## src/rtl/fft_band_analyzer.sv

```systemverilog
// Streams audio samples into a framed FFT sink, then folds the FFT output bins into
// log-spaced band magnitudes with optional peak-hold decay for the visualiser.
module fft_band_analyzer #(
    parameter int DATA_W      = 16,
    parameter int FFT_LEN     = 512,
    parameter int NUM_BANDS   = 16,
    parameter int MAG_W       = 16,
    parameter int DECAY_SHIFT = 3
) (
    input  logic                       i_clk,
    input  logic                       i_rst_n,
    input  logic                       i_sample_valid,
    input  logic [DATA_W-1:0]          i_sample,
    output logic                       o_sample_ready,
    output logic                       o_sink_valid,
    output logic                       o_sink_sop,
    output logic                       o_sink_eop,
    output logic [DATA_W-1:0]          o_sink_real,
    input  logic                       i_sink_ready,
    input  logic                       i_src_valid,
    input  logic                       i_src_sop,
    input  logic                       i_src_eop,
    input  logic [DATA_W-1:0]          i_src_real,
    input  logic [DATA_W-1:0]          i_src_imag,
    output logic                       o_src_ready,
    input  logic                       i_hold_en,
    input  logic                       i_err_clr,
    output logic [NUM_BANDS*MAG_W-1:0] o_bands,
    output logic                       o_frame_done,
    output logic                       o_frame_err
);

    localparam int CNT_W     = $clog2(FFT_LEN);
    localparam int HALF      = FFT_LEN / 2;
    localparam int LOG2_HALF = CNT_W - 1;
    localparam int SUM_W     = DATA_W + 1;
    localparam logic [CNT_W-1:0] LAST_BIN = CNT_W'(FFT_LEN - 1);

    // Lower bin edge of band k: floor(2^(k*log2(HALF)/NUM_BANDS)), forced strictly increasing.
    // The tiny bias keeps exact powers of two from truncating one below the integer.
    function automatic int band_edge(input int k);
        int  lo;
        int  cand;
        real ex;
        lo = 1;
        for (int j = 1; j <= k; j++) begin
            ex   = real'(j * LOG2_HALF) / real'(NUM_BANDS);
            cand = $rtoi(2.0 ** ex + 1.0e-9);
            lo   = (cand > lo + 1) ? cand : lo + 1;
        end
        return (lo > HALF) ? HALF : lo;
    endfunction

    // ---------------------------------------------------------------- sink side
    logic [CNT_W-1:0]  sink_cnt_reg;
    logic              sink_valid_reg;
    logic              sink_sop_reg;
    logic              sink_eop_reg;
    logic [DATA_W-1:0] sink_real_reg;
    logic              sample_take;

    assign o_sample_ready = !sink_valid_reg || i_sink_ready;
    assign sample_take    = i_sample_valid && o_sample_ready;

    always_ff @(posedge i_clk or negedge i_rst_n) begin
        if (!i_rst_n) begin
            sink_cnt_reg   <= '0;
            sink_valid_reg <= 1'b0;
            sink_sop_reg   <= 1'b0;
            sink_eop_reg   <= 1'b0;
            sink_real_reg  <= '0;
        end else if (sample_take) begin
            sink_valid_reg <= 1'b1;
            sink_real_reg  <= i_sample;
            sink_sop_reg   <= (sink_cnt_reg == '0);
            sink_eop_reg   <= (sink_cnt_reg == LAST_BIN);
            sink_cnt_reg   <= (sink_cnt_reg == LAST_BIN) ? '0 : sink_cnt_reg + 1'b1;
        end else if (i_sink_ready) begin
            sink_valid_reg <= 1'b0;
        end
    end

    assign o_sink_valid = sink_valid_reg;
    assign o_sink_sop   = sink_sop_reg;
    assign o_sink_eop   = sink_eop_reg;
    assign o_sink_real  = sink_real_reg;

    // ---------------------------------------------------------------- magnitude
    logic signed [SUM_W-1:0] re_ext;
    logic signed [SUM_W-1:0] im_ext;
    logic [SUM_W-1:0]        abs_re;
    logic [SUM_W-1:0]        abs_im;
    logic [SUM_W-1:0]        mag_max;
    logic [SUM_W-1:0]        mag_min;
    logic [SUM_W-1:0]        mag_sum;
    logic [MAG_W-1:0]        mag;

    // One extra bit so |-2^(DATA_W-1)| is representable without wrapping.
    always_comb begin
        re_ext  = {i_src_real[DATA_W-1], i_src_real};
        im_ext  = {i_src_imag[DATA_W-1], i_src_imag};
        abs_re  = re_ext[SUM_W-1] ? SUM_W'(-re_ext) : SUM_W'(re_ext);
        abs_im  = im_ext[SUM_W-1] ? SUM_W'(-im_ext) : SUM_W'(im_ext);
        mag_max = (abs_re > abs_im) ? abs_re : abs_im;
        mag_min = (abs_re > abs_im) ? abs_im : abs_re;
        mag_sum = mag_max + (mag_min >> 1);
    end

    generate
        if (MAG_W >= SUM_W) begin : g_mag_wide
            assign mag = MAG_W'(mag_sum);
        end else begin : g_mag_sat
            assign mag = (|mag_sum[SUM_W-1:MAG_W]) ? {MAG_W{1'b1}} : mag_sum[MAG_W-1:0];
        end
    endgenerate

    // ---------------------------------------------------------------- source framing
    logic [CNT_W-1:0] src_cnt_reg;
    logic [CNT_W-1:0] eff_cnt;
    logic             is_last;
    logic             acc_clr;
    logic             commit;
    logic             err_set;
    logic             frame_done_reg;
    logic             frame_err_reg;

    // A SOP beat is always bin 0, even when it arrives mid-frame.
    always_comb begin
        eff_cnt = i_src_sop ? '0 : src_cnt_reg;
        is_last = (eff_cnt == LAST_BIN);
        acc_clr = i_src_valid && (i_src_sop || i_src_eop || is_last);
        commit  = i_src_valid && i_src_eop && is_last;
        err_set = i_src_valid && ((i_src_sop && (src_cnt_reg != '0)) ||
                                  (i_src_eop && !is_last) ||
                                  (is_last && !i_src_eop));
    end

    always_ff @(posedge i_clk or negedge i_rst_n) begin
        if (!i_rst_n) begin
            src_cnt_reg    <= '0;
            frame_done_reg <= 1'b0;
            frame_err_reg  <= 1'b0;
        end else begin
            if (i_src_valid) begin
                src_cnt_reg <= (i_src_eop || is_last) ? '0 : eff_cnt + 1'b1;
            end
            frame_done_reg <= commit;
            if (err_set) begin
                frame_err_reg <= 1'b1;
            end else if (i_err_clr) begin
                frame_err_reg <= 1'b0;
            end
        end
    end

    assign o_src_ready  = 1'b1;
    assign o_frame_done = frame_done_reg;
    assign o_frame_err  = frame_err_reg;

    // ---------------------------------------------------------------- per-band reduction
    genvar gi;
    generate
        for (gi = 0; gi < NUM_BANDS; gi++) begin : g_band
            localparam int LO = band_edge(gi);
            localparam int HI = band_edge(gi + 1);
            localparam logic [CNT_W-1:0] LO_BIN = CNT_W'(LO);
            localparam logic [CNT_W-1:0] HI_BIN = CNT_W'(HI);

            logic             in_band;
            logic [MAG_W-1:0] acc_reg;
            logic [MAG_W-1:0] band_reg;
            logic [MAG_W-1:0] decayed;
            logic [MAG_W-1:0] held;

            assign in_band = (eff_cnt >= LO_BIN) && (eff_cnt < HI_BIN);
            assign decayed = band_reg - (band_reg >> DECAY_SHIFT);
            assign held    = (acc_reg > decayed) ? acc_reg : decayed;

            always_ff @(posedge i_clk or negedge i_rst_n) begin
                if (!i_rst_n) begin
                    acc_reg  <= '0;
                    band_reg <= '0;
                end else begin
                    if (acc_clr) begin
                        acc_reg <= '0;
                    end else if (i_src_valid && in_band && (mag > acc_reg)) begin
                        acc_reg <= mag;
                    end
                    // The EOP beat carries bin FFT_LEN-1, never inside a band, so acc is final here.
                    if (commit) begin
                        band_reg <= i_hold_en ? held : acc_reg;
                    end
                end
            end

            assign o_bands[gi*MAG_W +: MAG_W] = band_reg;
        end
    endgenerate

endmodule

```

## config.mk

```make
export PLATFORM = sky130hd
export DESIGN_NAME = fft_band_analyzer
export DESIGN_NICKNAME = d
export VERILOG_FILES = /design/src/rtl/fft_band_analyzer.sv
export SDC_FILE = /design/constraint.sdc
export NUM_CORES = 2
export LEC_CHECK = 0
export ABC_AREA = 1
export CAP_MARGIN = 30
export CORE_UTILIZATION = 55
export DETAILED_ROUTE_END_ITERATION = 12
export PLACE_DENSITY = 0.75
export SLEW_MARGIN = 20
export SYNTH_ARGS = -nofsm -noshare
export SYNTH_HDL_FRONTEND = slang
export SYNTH_SLANG_ARGS = --single-unit
```

## constraint.sdc

```tcl
create_clock -name i_clk -period 3.9 [get_ports i_clk]
set_input_delay 0.78 -clock i_clk [delete_from_list [all_inputs] [get_ports i_clk]]
set_output_delay 0.78 -clock i_clk [all_outputs]
set_load 0.05 [all_outputs]
```

# After elaboration in Yosys (flattened, before gate mapping)
# Index checks and enable logic that the tools add are counted.
[totals]
register_bits = 551
latchBits = 0
ramBits = 0
mem_bits_ro = 0
inputBits = 57
out_inout_bits = 279
word_cells = 289
n_memories = 0
[classes]
addsub = 21
n_mul = 0
n_div = 0
n_lt_le_gt_ge = 65
n_eq_ne = 2
shift = 0
n_mux = 76
n_bitwise = 0
reduce_logical = 85
[op_table]
columns = ["op", "n"]
rows = [
  ["two-way mux 16 bit", 65],
  ["greater-than comparator 16 bit", 32],
  ["subtractor 16 x 13 -> 16 bit", 16],
  ["two-way mux 17 bit", 4],
  ["logical AND 1 bit", 56],
  ["nonzero test 2 bit", 18],
  ["negator 16 -> 17 bit", 2],
  [">= comparator 9 x 3 -> 1 bit, second input constant", 3],
  ["< comparator 9 x 3 -> 1 bit, second input constant", 3],
  ["two-way mux 9 bit", 3],
  ["adder 9 x 1 -> 9 bit, second input constant", 2],
  ["equality test 9 bit, second input constant", 2],
  [">= comparator 9 x 2 -> 1 bit, second input constant", 2],
  [">= comparator 9 x 4 -> 1 bit, second input constant", 2],
  [">= comparator 9 x 5 -> 1 bit, second input constant", 2],
  [">= comparator 9 x 6 -> 1 bit, second input constant", 2],
  [">= comparator 9 x 7 -> 1 bit, second input constant", 2],
  [">= comparator 9 x 8 -> 1 bit, second input constant", 2],
  ["< comparator 9 x 2 -> 1 bit, second input constant", 2],
  ["< comparator 9 x 4 -> 1 bit, second input constant", 2],
  ["< comparator 9 x 5 -> 1 bit, second input constant", 2],
  ["< comparator 9 x 6 -> 1 bit, second input constant", 2],
  ["< comparator 9 x 7 -> 1 bit, second input constant", 2],
  ["< comparator 9 x 8 -> 1 bit, second input constant", 2],
  ["other kinds (9)", 19],
]

# Longest topological paths before layout
[depth]
ltp_word = 10
mapped_depth = 47
depth_no_buf = 44

# Worst setup path after synthesis
# Ideal clock, no wire load.
[synth_path]
path_type = "input-to-reg"
from = "in i_src_imag[1]"
to = "reg g_band[10].acc_reg[15]"
setup_time_ns = 0.066
arrival_ns = 6.439
t_required_ns = 3.834
path_slack_ns = -2.605
cell_stages = 39
path_buffers = 4
cell_sequence = "inv_1 -> ha_1 -> inv_1 -> nor3_1 -> inv_1 -> o21ai_0 -> xnor2_1 -> inv_1 -> ha_1 -> nand2_1 -> nor2_1 -> nor3_1 -> nand2_1 -> nand2_1 -> nand3_1 -> nand2_1 -> clkinv_1 -> clkbuf_1 -> [... 3 more ...] -> a21oi_1 -> nand2_1 -> nand2_1 -> nand2_1 -> a21oi_2 -> buf_2 -> nand3_1 -> buf_2 -> ha_1 -> nand2_1 -> nor3_1 -> nand3_1 -> nand4_1 -> inv_1 -> nand2_1 -> clkbuf_1 -> nand3_1 -> nand2_1"
[synth_between]
elab_chain_cells = 9
elab_cells_between_ends = 12
classes_between = "add/sub (2); order compare (2); mux (6); reduce/logical (2)"
[synth_lines]
columns = ["item", "line_no", "source"]
rows = [
  ["start: declaration", "24", "input logic [DATA_W-1:0] i_src_imag,"],
  ["negator 16 -> 17 bit", "103", "abs_im = im_ext[SUM_W-1] ? SUM_W'(-im_ext) : SUM_W'(im_ext);"],
  ["two-way mux 17 bit (*)", "103", ""],
  ["greater-than comparator 17 bit", "104, 105", ""],
  ["two-way mux 17 bit (on tied branches)", "104, 105", ""],
  ["adder 17 x 16 -> 17 bit (*)", "106", "mag_sum = mag_max + (mag_min >> 1);"],
  ["two-way mux 16 bit (*)", "113", "assign mag = (|mag_sum[SUM_W-1:MAG_W]) ? {MAG_W{1'b1}} : mag_sum[MAG_W-1:0];"],
  ["greater-than comparator 16 bit", "186", "end else if (i_src_valid && in_band && (mag > acc_reg)) begin"],
  ["logical AND 1 bit", "186", ""],
  ["nonzero test 2 bit (no line)", "--", ""],
  ["end signal: assignment", "187", "acc_reg <= mag;"],
  ["end: declaration", "170", "logic [MAG_W-1:0] acc_reg;"],
]
# Mark *: on every way between the ends. The rest lies on a longest branch, timed or not. The select of a mux whose other input is x is not followed.
# A chain may end at the register's enable or synchronous reset.

# Final worst setup path
[layout_path]
from = "in i_src_real[1]"
to = "reg g_band[10].acc_reg[13]"
[layout_between]
elab_chain_cells = 9
elab_cells_between_ends = 12
classes_between = "add/sub (2); order compare (2); mux (6); reduce/logical (2)"
[layout_lines]
columns = ["item", "line_no", "source"]
rows = [
  ["start: declaration", "23", "input logic [DATA_W-1:0] i_src_real,"],
  ["negator 16 -> 17 bit", "102", "abs_re = re_ext[SUM_W-1] ? SUM_W'(-re_ext) : SUM_W'(re_ext);"],
  ["two-way mux 17 bit (*)", "102", ""],
  ["greater-than comparator 17 bit", "104, 105", ""],
  ["two-way mux 17 bit (on tied branches)", "104, 105", ""],
  ["adder 17 x 16 -> 17 bit (*)", "106", ""],
  ["two-way mux 16 bit (*)", "113", ""],
  ["greater-than comparator 16 bit", "186", ""],
  ["logical AND 1 bit", "186", ""],
  ["nonzero test 2 bit (no line)", "--", ""],
]
# Marks and branches as above.

==> impl_results.md <==
- Status: finished, violations left
- Failing checks: negative setup slack
- Skew final: 0.0219 ns
- NetSw: 12,200 uW
- Sequential cell area fraction in the yosys report: 25.4%
- Routed len/inst: ~18 microns
- Final net count: between 10,000 and 15,000
- Setup crit end: g_band[10].acc_reg[13]$_DFFE_PN0P_
- Leakage power: between 0.03 and 0.04 uW
- Post-DP HPWL: 140,000 microns
- Vias per std cell: roughly 5.6
- Layout cell share with drive strength beyond 1: 14.4%
- Total chip power: a little under 30,000 uW
- CP most frequent cell: nand2_4
- Cell Pwr Density: roughly 420 nW/um^2
- DRC Markers: 0
- Max frequency: 170 MHz
- Root Buffer: clkbuf_16
- Logic pwr share: between 50% and 60%
- Number of synthesized flops with an enable pin: 0
- Site row count: between 100 and 150
- Clock latency on the worst-skew pair: 0.67 ns
- Port bufs: ~330
- Die Ht: between 300 and 400 microns
- Synth Cell Area: between 50,000 and 60,000 sq um
- Starting DRT DRC Count: about 5,700
- Area Growth Syn to Fin: 30.2%
- FFs w/ async S/R, synth: between 90% and 100%
- Final Cycle Share: 151%
- DR pass1 iterations: 6
- Kind of critical path: in2reg
- RR Startpoint: g_band[6].band_reg[3]$_DFFE_PN0P_
- Via count: ~60,000
- CP Data Arrival Time: 6.43 ns
- TritonCTS buffer count: 70
- RSZ-0062 raised after global routing: yes
- Worst r2r path cells: 21
- Critical path startpoint category: primary input
- Die W: between 300 and 400 microns
- Pin count of the biggest net entering global routing: roughly 130
- Slew @ Worst Pin: ~0.8 ns
- R2R Setup Slk: between 0.2 and 0.3 ns
- Gate Count Post-Synth: approximately 8,500
- Vias in the first global route: approximately 55,000
- CP max FO: 16
- RePlAce Congestion: around 0.96
- Design Area, Final: approximately 70,000 sq um
- CTS Sinks: 551
- Core area: ~97,000 sq um
- Net Sw Frac: a little over two fifths
- Slew HR: 45.4%
- Min Tclk post-route: approximately 5.9 ns
- Die area: 100,000 sq um
- Max-slew violations: 0
- CTS tree: built
- Final hold slack: between 0.08 and 0.09 ns
- Initial Util: about 56%
- Worst Setup End Kind: register
- Final hold viol count: 0
- Grt ovf: 0
- Syn avg cell area: between 6 and 7 sq um
- Sequential power share: between 20 and 25%
- Int Power: approximately 17,000 uW
- Yosys cell types: just over 40
- Main flop type after synthesis: dfrtp_1
- CP Launch Point: i_src_real[1]
- Synth Register Bits: ~550
- Number of antenna violations at the first check in global routing: 4
- Clock slew at reported path FFs: 0.06 ns
- Largest stage delay, worst path: roughly 0.28 ns
- Setup ws final: -1.98 ns
- Total GRT Usage: 36.6%
- Req. time, crit path: 4.45 ns
- Final ANT Viol Nets: 0
- # IOs: 336
- VDD IR max: between 0.4 and 0.5 mV
- Area post-placement: roughly 63,000 sq um
- Global-route wire length before repair: approximately 290,000 microns
- Clock share of power: 24.8%
- Final setup viols: approximately 260
- CTS H-tree depth: 3
- Crit Reg-Reg Endpoint: g_band[6].band_reg[6]$_DFFE_PN0P_
- Slowest CP cell: nor3b_2
- Max-Cap Viols: 0
- Synth Warn #: 0
- Max Buffers Root-to-Sink: 3
- Routed WL: ~190,000 microns
- Hold crit path type: in2async
[synth_stat cells, drive strengths merged (2+ instances only)]
library cell / count / area, sq um
nand2: 3111 / 11700
inv: 1330 / 4990
nand3: 1106 / 5540
ha: 762 / 9530
dfrtp: 551 / 13800
nor2: 441 / 1660
a21oi: 357 / 1820
o21ai: 181 / 906
clkbuf: 166 / 623
xnor2: 104 / 911
nand4: 84 / 526
nor3: 83 / 415
nand3b: 54 / 405
buf: 50 / 246
xor2: 35 / 307
a21o: 22 / 165
and2: 22 / 138
fa: 17 / 340
o21a: 8 / 60.1
o22ai: 7 / 43.8
nor4: 6 / 37.5
o21bai: 5 / 37.5
nor3b: 4 / 30.0
o211ai: 4 / 30.0
a21boi: 3 / 22.5
or2: 3 / 18.8
a31oi: 2 / 12.5
and3: 2 / 12.5
clkinv: 2 / 7.51
conb: 2 / 7.51
[logic make-up after synthesis]
logic type / synth area share (%)
AND/OR/NAND/NOR: 37.7
buffers and inverters: 10.8
adder cells (fa/ha/maj): 18.2
AO/OA/AOI/OAI: 5.72
flip-flops: 25.4
XOR/XNOR: 2.24
other: 0.0138
[routing by layer]
| layer | GRT usage (%) | part of all wire [%] |
|---|---|---|
| met5 | 0 | 0 |
| met3 | 6.08 | 8.8 |
| met2 | 58.7 | 45 |
| met1 | 48.7 | 41 |
| met4 | 15.8 | 5.3 |
[area by class of cell]
cell class	count	area (sq um)
multi-input combinational	6433	38500
fill	7752	26500
sequential	551	13800
timing repair buffer	893	9180
inverter	1332	5100
clock buffer	94	1990
tap	1276	1600
clock inverter	33	536
timing repair inverter	5	46.3
antenna	6	15.0
[critical path: cells and delay by family]
| kind | cells | cell delay, ns |
|---|---|---|
| compound gates | 4 | 0.81 |
| fa+ha+maj | 4 | 0.82 |
| buf+inv | 10 | 1.33 |
| simple gates | 23 | 2.66 |
[layout by cell type, fill, tap and decap left out, types with 23 or more instances in the layout]
cell / count
xor2_1: 27
inv_1: 1283
nand2_4: 42
nor2_1: 375
dfrtp_1: 551
buf_6: 55
a21oi_2: 30
buf_4: 388
nand4_1: 84
o21ai_2: 23
nor2_4: 24
nand3b_1: 54
nand2_1: 2935
inv_2: 34
nand3_2: 124
clkbuf_16: 77
nor3_1: 69
a21oi_1: 317
nor2_2: 42
ha_1: 660
nand2_2: 129
ha_4: 100
clkdlybuf4s50_1: 303
o21ai_1: 82
xnor2_1: 102
nand3_1: 965
o21ai_0: 72
buf_12: 89
[how the worst min path moves through the flow]
stage,end,slack [ns],cells past startpoint
after floorplan,o_sink_sop$_DFFE_PN0P_,0.46,1
after global placement,o_sink_real[15]$_DFFE_PN0P_,0.47,2
after detailed placement,o_sink_real[11]$_DFFE_PN0P_,0.46,2
after CTS,o_sink_real[14]$_DFFE_PN0P_,0.11,1
after global routing,o_sink_real[14]$_DFFE_PN0P_,0.13,1
final,o_sink_real[14]$_DFFE_PN0P_,0.09,1
[metrics by stage]
stage	TNS [ns]	utilization [%]	worst slack [ns]	cells
after CTS	-383.94	70.2	-1.60	10600
after global routing	-515.35	72.7	-2.17	10600
after detailed placement	-744.30	64.6	-3.08	10300
final	-462.54	72.7	-1.98	10600
after global placement	-705.42	64.6	-2.98	10300
after floorplan	-419.83	-	-1.77	8528
[power groups by stage]
stage                     combinational (uW)  sequential (uW)  clock (uW)
final                                  16100             5970        7280
after global routing                   17100             5980        7520
after CTS                              13500             5960        7300
after detailed placement               11700             6060           0
after global placement                 11300             6060           0
after floorplan                         6400             6120           0
[what timing repair did]
action,4_1_cts,5_1_grt
hold buffers,0,0
setup buffers,119,53
endpoints found under the setup margin,256,256
resized for setup,460,445
gates cloned,18,11
pin swaps,177,193
Note: power is estimated with default switching activity, not from simulation.
